==> src/rtl/enc_pkg.sv <==
// Shared types and helpers for the sequential priority encoder.
// Holds the FSM state type and the index-width helper used to size
// the index bus from the request vector width.
package enc_pkg;

    // Largest request vector the encoder is intended for.
    localparam int ENC_MAX_N = 32;

    // Two-bit one-hot state code so that corrupted encodings
    // (00, 11) are distinguishable and can be steered back to IDLE.
    typedef enum logic [1:0] {
        IDLE = 2'b01,
        SCAN = 2'b10
    } enc_state_t;

    // Ceiling log2; a width of at least 1 for any value of 2 or more.
    function automatic int clog2(input int value);
        int result;
        int remaining;
        result    = 0;
        remaining = value - 1;
        while (remaining > 0) begin
            result    = result + 1;
            remaining = remaining >> 1;
        end
        return result;
    endfunction

endpackage

==> src/rtl/priority_encoder_seq_if.sv <==
// Handshake bundle between a request producer / index consumer and the
// sequential priority encoder. The master modport is the environment side,
// the slave modport is the encoder side.
interface priority_encoder_seq_if #(
    parameter int N = 4
);
    import enc_pkg::*;

    localparam int W = clog2(N);

    logic         req_valid;
    logic         req_ready;
    logic [N-1:0] req;
    logic         out_valid;
    logic         out_ready;
    logic [W-1:0] out_idx;
    logic         out_last;
    logic         busy;
    logic         err;

    modport master (
        output req_valid,
        output req,
        output out_ready,
        input  req_ready,
        input  out_valid,
        input  out_idx,
        input  out_last,
        input  busy,
        input  err
    );

    modport slave (
        input  req_valid,
        input  req,
        input  out_ready,
        output req_ready,
        output out_valid,
        output out_idx,
        output out_last,
        output busy,
        output err
    );

endinterface

==> src/rtl/lsb_index_find.sv <==
// Combinational lowest-set-bit finder.
// Bit 0 has the highest priority. For an all-zero vector the index is 0
// and o_one_hot_or_zero is 1; callers qualify it with their own valid.
module lsb_index_find
    import enc_pkg::*;
#(
    parameter int N = 4
) (
    input  logic [N-1:0]         i_vec,
    output logic [clog2(N)-1:0]  o_idx,
    output logic                 o_one_hot_or_zero
);

    localparam int W = clog2(N);

    // Scan from the top down so the lowest set bit is the last one written.
    always_comb begin
        o_idx = '0;
        for (int i = N - 1; i >= 0; i--) begin
            if (i_vec[i]) begin
                o_idx = W'(i);
            end
        end
    end

    // Clearing the lowest set bit leaves zero only for one-hot or empty vectors.
    always_comb begin
        o_one_hot_or_zero = ((i_vec & (i_vec - N'(1))) == '0);
    end

endmodule

==> src/rtl/priority_encoder_seq.sv <==
// Sequential priority encoder: accepts a multi-hot request vector and
// emits the binary index of each set bit, lowest first, one per output
// handshake. All outputs come from registered state; req_ready is a
// plain decode of the state register.
// Optional feature macro: PRIORITY_ENCODER_SEQ_ERR_EN -- when defined,
// err pulses for one cycle after an all-zero vector is accepted; when
// undefined, err is tied low and empty vectors are dropped silently.
module priority_encoder_seq
    import enc_pkg::*;
#(
    parameter int N = 4
) (
    input  logic                  clk,
    input  logic                  rst_n,
    priority_encoder_seq_if.slave bus
);

    localparam int W = clog2(N);

    enc_state_t   r_state;
    enc_state_t   w_stateNext;
    logic [N-1:0] r_pending;
    logic [N-1:0] w_pendingNext;
    logic [W-1:0] w_lowIdx;
    logic         w_oneHotOrZero;
    logic         w_outValid;
    logic         w_reqReady;

    lsb_index_find #(
        .N(N)
    ) u_lsbIndexFind (
        .i_vec             (r_pending),
        .o_idx             (w_lowIdx),
        .o_one_hot_or_zero (w_oneHotOrZero)
    );

    // Handshake qualifiers are pure state decodes, so no input reaches an output.
    always_comb begin
        w_reqReady = (r_state == IDLE);
        w_outValid = (r_state == SCAN);
    end

    // Next state and pending vector: load on accept, drop the lowest bit per pop.
    always_comb begin
        w_stateNext   = r_state;
        w_pendingNext = r_pending;
        case (r_state)
            IDLE: begin
                if (bus.req_valid && (bus.req != '0)) begin
                    w_pendingNext = bus.req;
                    w_stateNext   = SCAN;
                end
            end
            SCAN: begin
                if (bus.out_ready) begin
                    w_pendingNext = r_pending & (r_pending - N'(1));
                    if (w_oneHotOrZero) begin
                        w_pendingNext = '0;
                        w_stateNext   = IDLE;
                    end
                end
            end
            default: begin
                w_stateNext   = IDLE;
                w_pendingNext = '0;
            end
        endcase
    end

    // State and pending registers, cleared immediately on reset.
    always_ff @(posedge clk or negedge rst_n) begin
        if (!rst_n) begin
            r_state   <= IDLE;
            r_pending <= '0;
        end else begin
            r_state   <= w_stateNext;
            r_pending <= w_pendingNext;
        end
    end

`ifdef PRIORITY_ENCODER_SEQ_ERR_EN
    logic r_err;

    // One-cycle err pulse after an empty vector is taken in IDLE.
    always_ff @(posedge clk or negedge rst_n) begin
        if (!rst_n) begin
            r_err <= 1'b0;
        end else begin
            r_err <= w_reqReady && bus.req_valid && (bus.req == '0);
        end
    end

    assign bus.err = r_err;
`else
    assign bus.err = 1'b0;
`endif

    // out_last is gated with out_valid because an empty pending reads as one-hot-or-zero.
    always_comb begin
        bus.req_ready = w_reqReady;
        bus.out_valid = w_outValid;
        bus.out_idx   = w_lowIdx;
        bus.out_last  = w_outValid & w_oneHotOrZero;
        bus.busy      = w_outValid;
    end

endmodule

==> src/flat_wrapper.sv <==
// flat-port wrapper written by rule: the top's interface ports become plain ports
module priority_encoder_seq_flat import enc_pkg::*;
#(
    parameter int N = 4
)
  (clk, rst_n, bus_req_valid, bus_req, bus_out_ready, bus_req_ready, bus_out_valid, bus_out_idx, bus_out_last, bus_busy, bus_err);
  priority_encoder_seq_if #(.N(N)) bus_i ();
  input  logic clk;
  input  logic rst_n;
  input wire logic [$bits(bus_i.req_valid)-1:0] bus_req_valid;
  input wire logic [$bits(bus_i.req)-1:0] bus_req;
  input wire logic [$bits(bus_i.out_ready)-1:0] bus_out_ready;
  output wire logic [$bits(bus_i.req_ready)-1:0] bus_req_ready;
  output wire logic [$bits(bus_i.out_valid)-1:0] bus_out_valid;
  output wire logic [$bits(bus_i.out_idx)-1:0] bus_out_idx;
  output wire logic [$bits(bus_i.out_last)-1:0] bus_out_last;
  output wire logic [$bits(bus_i.busy)-1:0] bus_busy;
  output wire logic [$bits(bus_i.err)-1:0] bus_err;
  assign bus_i.req_valid = bus_req_valid;
  assign bus_i.req = bus_req;
  assign bus_i.out_ready = bus_out_ready;
  assign bus_req_ready = bus_i.req_ready;
  assign bus_out_valid = bus_i.out_valid;
  assign bus_out_idx = bus_i.out_idx;
  assign bus_out_last = bus_i.out_last;
  assign bus_busy = bus_i.busy;
  assign bus_err = bus_i.err;
  priority_encoder_seq #(.N(N)) u_core (.clk(clk), .rst_n(rst_n), .bus(bus_i));
endmodule
==> config.mk <==
export PLATFORM = sky130hd
export DESIGN_NAME = priority_encoder_seq_flat
export DESIGN_NICKNAME = d
export VERILOG_FILES = /design/src/rtl/enc_pkg.sv /design/src/rtl/priority_encoder_seq_if.sv /design/src/rtl/lsb_index_find.sv /design/src/rtl/priority_encoder_seq.sv /design/src/flat_wrapper.sv
export SDC_FILE = /design/constraint.sdc
export NUM_CORES = 1
export LEC_CHECK = 0
export BUFFER_PORTS_ARGS = -buffer_cell sky130_fd_sc_hd__buf_2
export CORE_AREA = 2 2 39 41
export CTS_CLUSTER_SIZE = 12
export DETAILED_ROUTE_END_ITERATION = 16
export DIE_AREA = 0 0 41 43
export PLACE_DENSITY_LB_ADDON = 0.1
export REMOVE_ABC_BUFFERS = 1
export SLEW_MARGIN = 20
export SYNTH_ARGS = -nofsm -noshare
export SYNTH_HDL_FRONTEND = slang
export SYNTH_SLANG_ARGS = --single-unit
==> constraint.sdc <==
create_clock -name clk -period 2.4 [get_ports clk]
set_input_delay 0.36 -clock clk [delete_from_list [all_inputs] [get_ports clk]]
set_output_delay 0.36 -clock clk [all_outputs]
set_load 0.05 [all_outputs]
==> results_dict.tcl <==
set metrics [dict create \
    cts-resized-gates 0 \
    cts.reportedPaths.clkPinSlew_ns 0.05 \
    fmax_ghz 0.521 \
    drcViolationCount 0 \
    yosysWarnings 0 \
    insertion_delay_ns 0.25 \
    firstDrtPassIters 3 \
    cts_buffer_depth 2 \
    rsz0062_at_grt "false" \
    max_stage_delay_ns 0.52 \
    initial_core_util_pct 32.5 \
    skew_ns 0.00871 \
    finalCritPeriodShare_pct 80.1 \
    routed-via-count 358 \
    cts_tree "built" \
    port_buffers 13 \
    wl_microns 823 \
    r2r_cells 6 \
    final.setup.tns_ns 0 \
    start_kind "flop" \
    synthSimpleGateAreaFrac_pct 11.1 \
    cp_num_buf_inv 1 \
    cts_root_buf "clkbuf_4" \
    hold_viol_final 0 \
    hold_end "u_core.r_pending[0]$_DFFE_PN0P_" \
    synth_xor_area_share_pct 0 \
    whs_path_depth 3 \
    antenna_cells 0 \
    seq_area_frac_synth_pct 33.7 \
    gp_congestion 0.697 \
    synthToLayoutAreaGrowth_pct 20.1 \
    fin_crit_ns 1.92 \
    synthTopCellsByCount "dfrtp_1, inv_1, nor2_1, a21oi_1, nand2_1" \
    rr_startpoint "u_core.r_state[0]$_DFFE_PN1P_" \
    synth.most_common_cell "dfrtp_1" \
    arrival_ns 2.06 \
    htreeDepth 1 \
    grt_max_degree 9 \
    fin_ws_ns 0.479 \
    synth.mux.area_fraction_pct 10.6 \
    timing.rr.end "u_core.r_state[1]$_DFFE_PN0P_" \
    synth_edf_count 0 \
    critical_path_class "flop to flop" \
    yosys-top-cells-area "dfrtp_1, o41ai_4, dfstp_2" \
    ys_types 26 \
    ys_ff_latch 6 \
    synth_top_family_by_area "compound AO/OA/AOI/OAI gates" \
    synth_cells 45 \
    die_x_microns 41 \
    cp-end-kind "flop" \
    core_sq_mm 0.00138 \
    dpl_cell_area_sq_um 503 \
    hold_buffers 1 \
    grtUsageTotal_pct 11.2 \
    path_cells "inv_1, ha_1, nor2b_1, a21oi_4, a21bo_4, mux2_4" \
    synthFlopType "dfrtp_1" \
    min-delay-start "bus_req[0]" \
    drt_iter0_markers 4 \
    drv_cap 0 \
    layout-drive-gt1-share_pct 35.6 \
    cp_max_fo 8 \
    status "completed" \
    place_hpwl_microns 642 \
    synth-compound-area-share_pct 27.9 \
    cp.required_ns 2.53 \
    yosysTopAreaCell "dfrtp_1" \
    ff2ff_setup_slack_ns 0.48 \
    timing_max_transition_violations_final 0 \
    grt-ovfl-total 0 \
    crit_path_top_delay_cell "dfstp_2" \
    pre_cts_slack_ns 0.456 \
    antenna_found_initial 0 \
    antenna_left 0 \
    rows 14 \
    die_y_microns 43 \
    stdcell_area_sq_um 539 \
    finalSetupViolCount 0 \
    post_cts_buffers 0 \
    final_net_count 70 \
    numCtsBuffers 3 \
    crit_family "flip-flops" \
    syn_area_per_cell_sq_um 9.98 \
    wl_per_cell_microns 11.0 \
    netlist_area_sq_um 449 \
    async_flop_share_pct 100 \
    detail_route.vias_per_cell 4.77 \
    synth_top_area_share_pct 27.9 \
    grt_pass1_wl_microns 1250 \
    io_pins 15 \
    hold_path.class "primary input to flop" \
    clock_sinks 6 \
    grt_pass1_vias 312 \
    synth_fa_ha_area_share_pct 5.57 \
    die_area_sq_mm 0.00176 \
]
[metal layers]
layer | vias up | track usage [%] | routed length (microns)
li1 | 183 | - | -
met1 | 164 | 11.8 | 360
met2 | 9 | 15.9 | 415
met3 | 2 | 6.28 | 39
met4 | 0 | 8.00 | 8
met5 | - | 0 | 0
[stage by stage]
stage	utilization [%]	cells	hold WS [ns]
after global routing	39.0	75	0.425
after CTS	39.0	75	0.428
after floorplan	-	41	0.0644
after global placement	36.3	70	0.187
final	39.0	75	0.428
after detailed placement	36.3	70	0.187
[worst reg2reg max path: cells and delay by family, from the launching register on]
family | cells | cell delay, ns
buf+inv | 1 | 0.05
compound gates | 2 | 0.47
flops | 1 | 0.52
simple gates | 1 | 0.19
fa+ha+maj | 1 | 0.28
mux | 1 | 0.29
[flip-flops by register name, indices dropped and copies added, names as in the netlist]
register	count
u_core.r_pending	4
u_core.r_state	2
[cells in the final DEF, fill, tap and decap left out, types with 2 or more instances in the layout]
cell type / Yosys / final
a21oi_1: 3 / 3
a211oi_1: 2 / 2
nor2_1: 4 / 4
inv_1: 4 / 4
nand2_1: 3 / 3
ha_1: 2 / 2
clkbuf_4: 0 / 3
mux2_1: 2 / 2
o21ai_1: 2 / 2
buf_2: 1 / 13
dfrtp_1: 5 / 5
[cell type report]
class	instances	area [sq um]
inverters	4	15.0
multi-input cells	31	251
repair buffers	14	75.1
fillers	140	845
clock buffers	4	26.3
flip-flops and latches	6	151
well taps	16	20.0
[logic make-up (layout without fill, tap and decap cells)]
group | Yosys count | after routing
fa+ha+maj | 2 | 2
other cells | 1 | 1
mux | 4 | 4
simple gates | 11 | 11
flops | 6 | 6
compound gates | 13 | 13
buf+inv | 8 | 22
[worst max path at each step]
| stage | slack (ns) | startpoint | to | depth (start not counted) |
|---|---|---|---|---|
| after global placement | 0.47 | u_core.r_state[0]$_DFFE_PN1P_ | u_core.r_state[1]$_DFFE_PN0P_ | 6 |
| after detailed placement | 0.46 | u_core.r_state[0]$_DFFE_PN1P_ | u_core.r_state[1]$_DFFE_PN0P_ | 6 |
| after global routing | 0.41 | u_core.r_state[0]$_DFFE_PN1P_ | u_core.r_state[1]$_DFFE_PN0P_ | 6 |
| after CTS | 0.46 | u_core.r_state[0]$_DFFE_PN1P_ | u_core.r_state[1]$_DFFE_PN0P_ | 6 |
| after floorplan | 0.09 | u_core.r_state[0]$_DFFE_PN1P_ | u_core.r_state[1]$_DFFE_PN0P_ | 6 |
| final | 0.48 | u_core.r_state[0]$_DFFE_PN1P_ | u_core.r_state[1]$_DFFE_PN0P_ | 6 |
Power is not shown: default switching activity piles up to over one toggle a cycle in this logic, so the estimate is an artifact.
